`src/rtl/uart_tx_arb_pkg.sv`:
```
// Shared types and constants for the UART transmit arbiter.
// Optional packet tagging is enabled by defining UART_TX_ARB_TAG_EN.
package uart_tx_arb_pkg;

    typedef enum logic [2:0] {
        IDLE,
`ifdef UART_TX_ARB_TAG_EN
        TAG,
`endif
        SEND,
        WAIT_HI,
        WAIT_LO
    } state_e;

    localparam logic [7:0]  TAG_BASE        = 8'hF0;
    localparam int unsigned WAIT_HI_TIMEOUT = 2;

endpackage

```
`src/rtl/uart_tx_arb_rr_arbiter.sv`:
```
// Combinational round-robin arbiter: search starts one past ptr_i and wraps.
// No configuration macros (UART_TX_ARB_TAG_EN is not used here).
module rr_arbiter
    import uart_tx_arb_pkg::*;
#(
    parameter int unsigned NREQ = 4,
    parameter int unsigned IDW  = 2
) (
    input  logic [NREQ-1:0] req_i,
    input  logic [IDW-1:0]  ptr_i,
    output logic [NREQ-1:0] gnt_o,
    output logic [IDW-1:0]  idx_o
);

    logic found;

    // Two constant-index passes: indices above the pointer first, then the wrap.
    always_comb begin
        gnt_o = '0;
        idx_o = '0;
        found = 1'b0;
        for (int unsigned i = 0; i < NREQ; i++) begin
            if (!found && req_i[i] && (i > 32'(ptr_i))) begin
                found    = 1'b1;
                gnt_o[i] = 1'b1;
                idx_o    = IDW'(i);
            end
        end
        for (int unsigned i = 0; i < NREQ; i++) begin
            if (!found && req_i[i] && (i <= 32'(ptr_i))) begin
                found    = 1'b1;
                gnt_o[i] = 1'b1;
                idx_o    = IDW'(i);
            end
        end
    end

endmodule

```
`src/rtl/uart_tx_arb.sv`:
```
// Packet-granular round-robin arbiter feeding one UART transmitter.
// Define UART_TX_ARB_TAG_EN to prefix each packet with an 8'hF0|id tag byte.
module uart_tx_arb
    import uart_tx_arb_pkg::*;
#(
    parameter int unsigned NREQ = 4,
    parameter int unsigned IDW  = 2
) (
    input  logic              clk,
    input  logic              rst,
    input  logic [NREQ-1:0]   req_valid,
    input  logic [8*NREQ-1:0] req_data,
    input  logic [NREQ-1:0]   req_last,
    output logic [NREQ-1:0]   req_ready,
    output logic [7:0]        tx_data,
    output logic              tx_valid,
    input  logic              tx_busy,
    output logic              grant_active,
    output logic [IDW-1:0]    grant_id
);

    state_e          state_q, state_d;
    logic            grant_active_q, grant_active_d;
    logic [IDW-1:0]  grant_id_q, grant_id_d;
    logic [IDW-1:0]  last_grant_q, last_grant_d;
    logic            last_q, last_d;
    logic [1:0]      wait_cnt_q, wait_cnt_d;

    logic [NREQ-1:0] arb_gnt;
    logic [IDW-1:0]  arb_idx;
    logic            sel_valid;
    logic [7:0]      sel_data;
    logic            sel_last;

    rr_arbiter #(.NREQ(NREQ), .IDW(IDW)) u_arb (
        .req_i (req_valid),
        .ptr_i (last_grant_q),
        .gnt_o (arb_gnt),
        .idx_o (arb_idx)
    );

    always_comb begin
        sel_valid = 1'b0;
        sel_data  = '0;
        sel_last  = 1'b0;
        for (int unsigned i = 0; i < NREQ; i++) begin
            if (grant_id_q == IDW'(i)) begin
                sel_valid = req_valid[i];
                sel_data  = req_data[8*i +: 8];
                sel_last  = req_last[i];
            end
        end
    end

    always_ff @(posedge clk) begin
        if (rst) begin
            state_q        <= IDLE;
            grant_active_q <= 1'b0;
            grant_id_q     <= '0;
            last_grant_q   <= IDW'(NREQ - 1);
            last_q         <= 1'b0;
            wait_cnt_q     <= '0;
        end else begin
            state_q        <= state_d;
            grant_active_q <= grant_active_d;
            grant_id_q     <= grant_id_d;
            last_grant_q   <= last_grant_d;
            last_q         <= last_d;
            wait_cnt_q     <= wait_cnt_d;
        end
    end

    always_comb begin
        state_d        = state_q;
        grant_active_d = grant_active_q;
        grant_id_d     = grant_id_q;
        last_grant_d   = last_grant_q;
        last_d         = last_q;
        wait_cnt_d     = '0;
        case (state_q)
            IDLE: begin
                if ((|arb_gnt) && !tx_busy) begin
                    grant_active_d = 1'b1;
                    grant_id_d     = arb_idx;
`ifdef UART_TX_ARB_TAG_EN
                    state_d        = TAG;
`else
                    state_d        = SEND;
`endif
                end
            end
`ifdef UART_TX_ARB_TAG_EN
            // A cleared last flag makes WAIT_LO continue into SEND after the tag.
            TAG: begin
                last_d  = 1'b0;
                state_d = WAIT_HI;
            end
`endif
            SEND: begin
                if (sel_valid) begin
                    last_d  = sel_last;
                    state_d = WAIT_HI;
                end
            end
            WAIT_HI: begin
                if (tx_busy || (wait_cnt_q == 2'(WAIT_HI_TIMEOUT - 1)))
                    state_d = WAIT_LO;
                else
                    wait_cnt_d = wait_cnt_q + 2'd1;
            end
            WAIT_LO: begin
                if (!tx_busy) begin
                    if (last_q) begin
                        grant_active_d = 1'b0;
                        last_grant_d   = grant_id_q;
                        state_d        = IDLE;
                    end else begin
                        state_d = SEND;
                    end
                end
            end
            default: state_d = IDLE;
        endcase
    end

    // Outputs are gated by rst so an abandoned packet emits nothing in the reset cycle.
    always_comb begin
        tx_valid  = 1'b0;
        tx_data   = '0;
        req_ready = '0;
        if (!rst) begin
            case (state_q)
`ifdef UART_TX_ARB_TAG_EN
                TAG: begin
                    tx_valid = 1'b1;
                    tx_data  = TAG_BASE | 8'(grant_id_q);
                end
`endif
                SEND: begin
                    if (sel_valid) begin
                        tx_valid = 1'b1;
                        tx_data  = sel_data;
                        for (int unsigned i = 0; i < NREQ; i++)
                            req_ready[i] = (grant_id_q == IDW'(i));
                    end
                end
                default: ;
            endcase
        end
    end

    assign grant_active = grant_active_q && !rst;
    assign grant_id     = rst ? '0 : grant_id_q;

endmodule

```
`config.mk`:
```
export PLATFORM = sky130hd
export DESIGN_NAME = uart_tx_arb
export DESIGN_NICKNAME = d
export VERILOG_FILES = /design/src/rtl/uart_tx_arb_pkg.sv /design/src/rtl/uart_tx_arb_rr_arbiter.sv /design/src/rtl/uart_tx_arb.sv
export SDC_FILE = /design/constraint.sdc
export NUM_CORES = 1
export LEC_CHECK = 0
export ABC_AREA = 1
export ABC_CLOCK_PERIOD_IN_PS = 3400
export BUFFER_PORTS_ARGS = -buffer_cell sky130_fd_sc_hd__buf_2
export CAP_MARGIN = 25
export CORE_MARGIN = 2
export CORE_UTILIZATION = 30
export DETAILED_ROUTE_END_ITERATION = 6
export SETUP_SLACK_MARGIN = 0.05
export SYNTH_ARGS = -nofsm -noshare
export SYNTH_HDL_FRONTEND = slang
export SYNTH_SLANG_ARGS = --single-unit
```
`constraint.sdc`:
```
create_clock -name clk -period 3.4 [get_ports clk]
set_clock_uncertainty 0.15 [all_clocks]
set_input_delay 0 -clock clk [delete_from_list [all_inputs] [get_ports clk]]
set_output_delay 0 -clock clk [all_outputs]
set_load 0.02 [all_outputs]
```
==> reports/qor.yml <==
place:
  port_buffers: 58
  dpl_cell_area_um2: 1340
  post-dp-hpwl_um: 2320
  place.gp.congestion: 0.783
power_and_ir_drop:
  comb_power_share: 0.547
  power.density_nw_per_um2: 381
  p_sw_uw: 239
  irDropWorstVdd_uv: 297
  total_leakage_power_uw: 0.000771
  total_power_uw: 533
  p_clk_frac: 0.153
  p_int_uw: 294
  seqPwrFrac: 0.301
  switching_share: 0.449
route:
  drtIter0Drc: 34
  vias: 1251
  drtPass1Iterations: 4
  ant_nets: 0
  vias_per_cell: 4.45
  wl_per_cell_um: 10.4
  drc: 0
  drt-total-wl_um: 2910
grt:
  antenna_found_initial: 0
  use_met1: 0.187
  grt_max_degree: 20
  grt.busiest_layer: "met2"
  grtUsageTotal: 0.149
  grt_pass1_vias: 1168
  grt_overflow: 0
  use_met2: 0.268
  use_met3: 0.0308
  grt_pass1_wl_um: 4900
synthesis:
  synth_top_area_cell: "dfxtp_1"
  synth_area_leaders: "dfxtp_1 20%, nand2_1 15%, nand3_1 12%, o21ai_0 10%, inv_1 8.5%"
  syn-cell-area_um2: 1020
  yosysTopAreaCellShare: 0.197
  ys_seq_elements: 10
  synth-seq-area-share: 0.197
  yosys_warnings: 0
  synth_xor_area_frac: 0
  muxShareOfSynthArea: 0
  synth_area_per_cell_um2: 5.81
  post_synth_and_or_nand_nor_area_fraction: 0.420
  synth_compound_area_frac: 0.201
  synth_top_family_by_area: "simple AND/OR/NAND/NOR gates"
  yosysUniqueCellTypes: 24
  syn_inst: 175
  synth_fp_nets: 223
  synth_fa_ha_area_frac: 0.0616
run_status:
  failed_checks: "hold timing"
  status: "complete, but fails checks"
worst_setup_path:
  crit_type: "reg -> out"
  required_ns: 3.25
  slowest_delay_ns: 0.59
  crit_family: "simple AND/OR/NAND/NOR gates"
  end_kind: "primary output"
  cp_max_fo: 13
  cp_common_cell: "nand3_1"
  crit_arrival_ns: 2.18
  worstPathCellList: "inv_1 > nand3_1 > nand3_1 > a21oi_2 > nand2_2 > nor3_1 > buf_2"
  path_buf_inv: 2
  slowest_stage: "dfxtp_1"
  critPathLaunchType: "flip-flop"
cells_and_area:
  n_fill_cell: 359
  area_growth_pct: 37.7
  stdcell_area_um2: 1400
  drive_gt1_frac: 0.328
  num_antenna_cells: 0
  nets: 285
timing:
  worst_pin_slew_ns: 0.433
  relSlewSlack: 0.711
  hold_viol: 1
  setup_tns_ns: 0
  period_needed_ns: 2.33
  period_share: 0.684
  fmax_mhz: 430
  drv_slew: 0
  rsz0062_at_grt: "false"
  timing.hold.ws_ns: -0.00672
  setup_viol: 0
floorplanning:
  initial_utilization: 0.309
  rows: 21
  die-width_um: 62.2
  ios: 59
  core_um2: 3280
  die_h_um: 62.2
  dieArea_um2: 3870
clocking:
  cts_setup_buffers: 0
  cts_resized: 0
  htree_levels: 1
  cts_hold_buf: 4
  cts.sinks: 10
  path_clk_slew_ns: 0.07
  clockRootBuffer: "clkbuf_4"
  clock_path_buffers: 2
  cts_tree: "done"
  cts_made_buffers: 3
  clock_latency_ns: 0.26
run:
  max-cap-violations: 0
min_path:
  hp-class: "in -> reg"
-- metal layers --
layer,routed length (um),up-vias
met5,0,-
met4,12,0
met1,1370,528
met2,1380,30
li1,-,691
met3,142,2
-- flip-flops by register name, summed over array words and instances (netlist names) --
| name | count |
|---|---|
| grant_active_q | 1 |
| grant_id_q | 2 |
| last_grant_q | 2 |
| last_q | 1 |
| state_q | 2 |
| wait_cnt_q | 2 |
-- stage by stage --
step	instances	hold slack [ns]	util	setup WS, ns
after floorplan	175	-0.0809	-	1.91
after global placement	274	0.125	0.407	1.43
after detailed placement	274	0.122	0.407	1.36
after CTS	281	0.000153	0.426	1.06
after global routing	281	0.0687	0.426	0.838
final	281	-0.00672	0.426	1.07
-- worst paths after layout --
check / to / start / depth (start not counted) / slack [ns]
hold reg to reg: wait_cnt_q[0] / wait_cnt_q[0] / 1 / 0.27
setup / recovery: req_ready[1] / grant_id_q[0] / 7 / 1.07
setup reg to reg: last_q / grant_id_q[0] / 8 / 1.12
hold / removal: grant_id_q[0] / req_valid[1] / 5 / -0.007
-- power groups by stage --
| stage | registers [uW] | clock network (uW) | logic (uW) |
|---|---|---|---|
| after global placement | 163 | 0 | 286 |
| final | 160 | 81.4 | 291 |
| after CTS | 160 | 84.3 | 292 |
| after floorplan | 154 | 0 | 220 |
| after detailed placement | 163 | 0 | 284 |
| after global routing | 163 | 89.4 | 339 |
-- synth_stat cells --
library cell / instances
a21oi_1: 3
a21oi_2: 7
a221oi_1: 1
buf_2: 1
buf_6: 1
clkbuf_1: 3
clkinv_2: 1
dfxtp_1: 10
ha_1: 5
inv_1: 23
inv_2: 1
nand2_1: 41
nand2_2: 2
nand2_4: 1
nand3_1: 24
nand4_1: 2
nand4_2: 1
nor2_1: 20
nor2_2: 2
nor3_1: 2
o211ai_1: 1
o21ai_0: 21
o22ai_1: 1
or2_2: 1
-- worst min-delay path: stages --
cell and delay (ns):
buf_2 0.12, nand2_1 0.06, nand3_1 0.07, nand3_1 0.07, nand2_1 0.05
-- kinds of logic after synthesis --
| logic type | Yosys count |
|---|---|
| AOI/OAI and AO/OA | 34 |
| adders and majority gates | 5 |
| buffers and inverters | 30 |
| DFF | 10 |
| and+or+nand+nor | 96 |
-- final cells by class --
cell class | count | area [um2] | share of cell area
multi-input cells | 135 | 693 | 0.496
repair buffers | 62 | 330 | 0.236
flip-flops and latches | 10 | 200 | 0.143
inverters | 25 | 95.1 | 0.0680
well taps | 46 | 57.6 | 0.0411
clock buffers | 3 | 22.5 | 0.0161
-- placed cells by master (no fill, tap or decap), drive strengths merged, types with 4 or more instances in the layout --
master | Yosys | layout
buf | 2 | 58
nand2 | 44 | 44
nand3 | 24 | 24
inv | 24 | 24
nor2 | 22 | 22
o21ai | 21 | 21
dfxtp | 10 | 10
a21oi | 10 | 10
ha | 5 | 5
dlygate4sd3 | 0 | 4
Power figures use the tool's default switching activity.
